### src/rtl/mcu_debug_ctrl.sv
`default_nettype none
// ============================================================================
//  Module      : mcu_debug_ctrl
//  Description : Run/halt/single-step debug controller for a small MCU core.
//                Gates the core clock-enable, tracks the halt cause, supports
//                one address breakpoint and counts retired instructions.
//  Ports       : clk, reset      - rising-edge clock, async active-high reset
//                cmd_valid/cmd/cmd_data/cmd_ready - debug command handshake
//                instr_done/next_pc/hlt_exec      - retirement info from core
//                core_en, halted, halt_cause, step_done, instr_count - status
//  Revision    : 1.0 - initial release
// ============================================================================
module mcu_debug_ctrl #(
  parameter int RESET_HALTED = 1,
  parameter int CNT_W        = 16
) (
  input  logic             clk,
  input  logic             reset,
  input  logic             cmd_valid,
  input  logic [2:0]       cmd,
  input  logic [7:0]       cmd_data,
  output logic             cmd_ready,
  input  logic             instr_done,
  input  logic [7:0]       next_pc,
  input  logic             hlt_exec,
  output logic             core_en,
  output logic             halted,
  output logic [1:0]       halt_cause,
  output logic             step_done,
  output logic [CNT_W-1:0] instr_count
);

  localparam logic [1:0] c_st_run      = 2'd0;
  localparam logic [1:0] c_st_halt_req = 2'd1;
  localparam logic [1:0] c_st_step     = 2'd2;
  localparam logic [1:0] c_st_halted   = 2'd3;

  localparam logic [2:0] c_cmd_run   = 3'b001;
  localparam logic [2:0] c_cmd_halt  = 3'b010;
  localparam logic [2:0] c_cmd_step  = 3'b011;
  localparam logic [2:0] c_cmd_setbp = 3'b100;
  localparam logic [2:0] c_cmd_clrbp = 3'b101;

  localparam logic [1:0] c_cause_reset = 2'b00;
  localparam logic [1:0] c_cause_cmd   = 2'b01;
  localparam logic [1:0] c_cause_bp    = 2'b10;
  localparam logic [1:0] c_cause_hlt   = 2'b11;

  localparam logic [1:0] c_reset_state = (RESET_HALTED != 0) ? c_st_halted : c_st_run;

  logic [1:0]       r_state;
  logic [1:0]       r_halt_cause;
  logic             r_bp_en;
  logic [7:0]       r_bp_addr;
  logic [7:0]       r_steps_left;
  logic             r_step_done;
  logic [CNT_W-1:0] r_instr_count;

  logic [1:0] w_next_state;
  logic       w_enter_halt;
  logic [1:0] w_cause_next;
  logic [7:0] w_steps_next;
  logic       w_accept;
  logic       w_retire;
  logic       w_hlt_hit;
  logic       w_bp_hit;
  logic [1:0] w_trap_cause;

  // A retirement only counts while the core is enabled; anything reported
  // while parked in HALTED is spurious and dropped.
  assign w_accept     = cmd_valid && cmd_ready;
  assign w_retire     = instr_done && (r_state != c_st_halted);
  assign w_hlt_hit    = w_retire && hlt_exec;
  // The breakpoint is only evaluated on a retirement, so resuming while
  // parked at bp_addr cannot re-trigger until an instruction has retired.
  assign w_bp_hit     = w_retire && r_bp_en && (next_pc == r_bp_addr);
  assign w_trap_cause = w_hlt_hit ? c_cause_hlt : c_cause_bp;

  // State register
  always_ff @(posedge clk or posedge reset) begin
    if (reset) begin
      r_state <= c_reset_state;
    end else begin
      r_state <= w_next_state;
    end
  end

  // Next-state logic
  always_comb begin
    w_next_state = r_state;
    w_enter_halt = 1'b0;
    w_cause_next = r_halt_cause;
    w_steps_next = r_steps_left;
    case (r_state)
      c_st_run: begin
        if (w_hlt_hit || w_bp_hit) begin
          w_next_state = c_st_halted;
          w_enter_halt = 1'b1;
          w_cause_next = w_trap_cause;
        end else if (w_accept && (cmd == c_cmd_halt)) begin
          // A retirement in the same cycle is already a clean boundary.
          if (instr_done) begin
            w_next_state = c_st_halted;
            w_enter_halt = 1'b1;
            w_cause_next = c_cause_cmd;
          end else begin
            w_next_state = c_st_halt_req;
          end
        end
      end
      c_st_halt_req: begin
        if (w_retire) begin
          w_next_state = c_st_halted;
          w_enter_halt = 1'b1;
          w_cause_next = (w_hlt_hit || w_bp_hit) ? w_trap_cause : c_cause_cmd;
        end
      end
      c_st_step: begin
        if (w_retire) begin
          w_steps_next = r_steps_left - 8'd1;
          if (w_hlt_hit || w_bp_hit) begin
            w_next_state = c_st_halted;
            w_enter_halt = 1'b1;
            w_cause_next = w_trap_cause;
          end else if (r_steps_left == 8'd1) begin
            w_next_state = c_st_halted;
            w_enter_halt = 1'b1;
            w_cause_next = c_cause_cmd;
          end
        end
      end
      default: begin // c_st_halted
        if (w_accept && (cmd == c_cmd_run)) begin
          w_next_state = c_st_run;
        end else if (w_accept && (cmd == c_cmd_step)) begin
          w_next_state = c_st_step;
          w_steps_next = (cmd_data == 8'd0) ? 8'd1 : cmd_data;
        end
      end
    endcase
  end

  // Output logic
  always_comb begin
    core_en   = (r_state != c_st_halted);
    halted    = (r_state == c_st_halted);
    cmd_ready = (r_state == c_st_run) || (r_state == c_st_halted);
  end

  // Debug datapath registers
  always_ff @(posedge clk or posedge reset) begin
    if (reset) begin
      r_halt_cause  <= c_cause_reset;
      r_bp_en       <= 1'b0;
      r_bp_addr     <= 8'd0;
      r_steps_left  <= 8'd0;
      r_step_done   <= 1'b0;
      r_instr_count <= '0;
    end else begin
      if (w_enter_halt) begin
        r_halt_cause <= w_cause_next;
      end
      if (w_accept && (cmd == c_cmd_setbp)) begin
        r_bp_addr <= cmd_data;
        r_bp_en   <= 1'b1;
      end else if (w_accept && (cmd == c_cmd_clrbp)) begin
        r_bp_en <= 1'b0;
      end
      r_steps_left <= w_steps_next;
      // Asserted together with the STEP->HALTED state update, so it is seen
      // in the first halted cycle only.
      r_step_done  <= (r_state == c_st_step) && (w_next_state == c_st_halted);
      if (w_retire) begin
        r_instr_count <= r_instr_count + CNT_W'(1);
      end
    end
  end

  assign halt_cause  = r_halt_cause;
  assign step_done   = r_step_done;
  assign instr_count = r_instr_count;

endmodule
`default_nettype wire
### config.mk
export PLATFORM = sky130hd
export DESIGN_NAME = mcu_debug_ctrl
export DESIGN_NICKNAME = d
export VERILOG_FILES = /design/src/rtl/mcu_debug_ctrl.sv
export SDC_FILE = /design/constraint.sdc
export NUM_CORES = 1
export LEC_CHECK = 0
export BUFFER_PORTS_ARGS = -buffer_cell sky130_fd_sc_hd__buf_2
export CAP_MARGIN = 5
export CORE_ASPECT_RATIO = 0.7
export CORE_MARGIN = 4
export CORE_UTILIZATION = 45
export DETAILED_ROUTE_END_ITERATION = 10
export HOLD_SLACK_MARGIN = 0.03
export PLACE_DENSITY = 0.71
export SYNTH_ARGS = -nofsm -noshare
export SYNTH_HDL_FRONTEND = slang
export SYNTH_SLANG_ARGS = --single-unit
### constraint.sdc
create_clock -name clk -period 1.9 [get_ports clk]
set_input_delay 0.285 -clock clk [delete_from_list [all_inputs] [get_ports clk]]
set_output_delay 0.285 -clock clk [all_outputs]
set_load 0.05 [all_outputs]
==> reports/results.ini <==
[setup_path]
crit_family = buffers and inverters
worstPathRequired_ns = 2.08
path_cells = inv_2 -> buf_4 -> buf_4 -> ha_4 -> nor3_4 -> o21ai_2 -> buf_6 -> buf_6 -> o22a_1
criticalPathCategory = register to register
critPathArrivalTime_ns = 2.07
crit_buf_inv = 5
r2r-end = r_steps_left[2]
cp-startpoint = r_state[0]
r2r_slack_ns = 0.009
cp_slowest_stage_delay_ns = 0.54
r2r-start = r_state[0]
end_kind = register
start_kind = register
cp_max_fo = 7
r2r_cells = 9
cpMaxStageDelayCell = dfstp_2

[logic_synthesis]
synth_edf_count = 0
synthTopCellsByCount = dfrtp_1 (36), nand2_1 (19), inv_1 (16), nor2_1 (13), xnor2_1 (12)
syn_nets = 240
ys_seq_elements = 38
yosys.area.top_type = dfrtp_1
netlist_area_sq_um = 2130
avgSynthCellArea_sq_um = 10.2
ys_seq_area_share_pct = 44.8
synth.most_common_cell = dfrtp_1
synth_top_area_share_pct = 42.3
yosys.cell_types.count = 48
yosysWarningCount = 0
synth_ff_type = dfrtp_1
synthTopCellsByArea = dfrtp_1 (42%), xnor2_1 (4.9%), ha_1 (4.7%)
synth_cells = 208
synthArstFlopShare_pct = 100

[placement]
hpwl_um = 3820
io_buffers = 45
place_congestion = 0.863
placed_cells = 327
place_ws_ns = -0.0291

[sta]
rsz0062_at_grt = yes
timing.final.crit_share_pct = 99.5
min_period_ns = 1.89
final-setup-viol-count = 0
relSlewSlack_pct = 67.8
fmax_ghz = 0.529
slew_viol_final = 0
tightest_slew_ns = 0.483
hold_viol_final = 0
skew_ns = 0.00811
worst_slack_ns = 0.00908

[layout]
fin_util_pct = 64.3
drive_above_1_share_pct = 41.4
area_growth_pct = 34.6
final_cells = 340
diodes = 0
fin_nets = 316

[cts]
h-tree-depth = 2
path_clk_slew_ns = 0.08
numCtsBuffers = 5
clock_sinks = 38
clock_latency_ns = 0.29
ctsHoldBuffers = 0
root_buffer = clkbuf_8
clockBufferDepth = 2
cts_tree = done

[worst_hold_path]
hold_class = input port to asynchronous set/reset pin

[pwr]
p_int_mw = 2.52
p_leak_nw = 1.36
swShare_pct = 43.9
power_density_nw_per_um2 = 1570
combPwrFrac_pct = 56.2
ir_drop_mv = 0.630
power_frac_clock_pct = 13.1
p_seq_share_pct = 30.7
switching_power_mw = 1.97

[grt]
antenna_found_initial = 0
grt-ovfl-total = 0
grt_pass1_wl_um = 8290
track_usage_pct = 18.1
grt_max_degree = 39
grt_pass1_vias = 1688

[detailed_routing]
drtIter0Drc = 101
num_vias = 1808
first_pass_iters = 4
wl_um = 5170
wl_met2_um = 2290
wl_per_cell_um = 15.2
vias_per_cell = 5.32
ant_nets = 0
route.detailed.drc = 0
top_layer_used = met4
wl_met1_um = 2540
route.met3.wl_um = 299

[die]
initial_core_util_pct = 47.8
die_w_um = 90.2
core_sq_um = 4450
die_area_sq_um = 5910
num_rows = 20
die_y_um = 65.5
io_pins = 46

[job]
max_cap_viol_count = 0

[run_status]
status = completed

## state kept, by name, summed over array words and instances, names as in the netlist
signal        cells
instr_count      16
halt_cause        2
r_steps_left      8
r_bp_addr         8
r_bp_en           1
step_done         1
r_state           2
## stage by stage
stage                     setup TNS [ns]  hold slack, ns  power, mW  area (sq um)
after floorplan                   -0.691           0.437       2.93          2160
after global placement                 0           0.430       3.58          2620
after detailed placement          -0.170           0.432       3.63          2620
after CTS                        -0.0401           0.105       4.26          2730
after global routing              -0.773           0.149       4.78          2870
final                                  0          0.0929       4.49          2870
## per-layer routing
metal / vias to the layer above / GRT usage, %
met5: - / 0
met4: 0 / 6.30
met3: 5 / 4.46
met2: 50 / 26.5
met1: 860 / 26.0
li1: 893 / -
## final cells by class
cell class	count	area (sq um)
Multi-Input combinational cell	150	1220
Sequential cell	38	953
Tap cell	55	68.8
Clock inverter	2	12.5
Clock buffer	6	82.6
Timing Repair Buffer	73	463
Fill cell	378	1590
Inverter	16	63.8
## how the worst max path moves through the flow
| stage | endpoint | depth (start not counted) |
|---|---|---|
| after floorplan | r_bp_addr[0] | 6 |
| after detailed placement | r_bp_addr[1] | 8 |
| final | r_steps_left[2] | 9 |
| after global placement | r_bp_addr[1] | 8 |
| after CTS | r_bp_addr[1] | 8 |
| after global routing | halt_cause[1] | 7 |
## cells in the final DEF, fill, tap and decap left out, types with 3 or more instances in the layout
master and count:
nor3_1 6, ha_4 3, buf_2 45, inv_1 12
nor2_1 13, nand4_1 6, ha_1 5, xor2_1 11
buf_6 4, dfrtp_1 36, nand2_1 19, o21ai_0 7
mux2_4 8, xnor2_1 12, buf_4 23, a21oi_1 10
nand3_1 5, clkbuf_8 6, inv_2 3, o22a_1 4
## logic make-up (layout without fill, tap and decap cells)
logic type / count (synthesis) / in the layout / share of synthesized area [%]
simple gates: 68 / 68 / 18.6
compound gates: 42 / 42 / 13.9
flops: 38 / 38 / 44.8
xor+xnor: 23 / 23 / 9.46
buf+inv: 20 / 97 / 3.82
mux: 9 / 9 / 4.70
fa+ha+maj: 8 / 8 / 4.70
## power groups by stage
stage               clock [mW]  combinational (mW)  sequential (mW)
global route             0.646                2.71             1.42
finish                   0.589                2.52             1.38
global placement             0                2.22             1.36
detailed placement           0                2.26             1.37
CTS                      0.608                2.29             1.36
floorplan                    0                1.32             1.61
## worst reg2reg max path, stage by stage (launching register included)
cell     delay (ns)
dfstp_2        0.54
inv_2          0.05
buf_4          0.13
buf_4          0.13
ha_4           0.18
nor3_4         0.20
o21ai_2        0.10
buf_6          0.15
buf_6          0.11
o22a_1         0.21
## repair_timing
| item | in CTS | in global routing |
|---|---|---|
| buffers inserted | 2 | 3 |
| pin swaps | 1 | 8 |
| endpoints found under the setup margin | 13 | 29 |
| gates resized for setup | 3 | 25 |
| hold endpoints to repair | 0 | 0 |
Note: power is estimated with default switching activity, not from simulation.
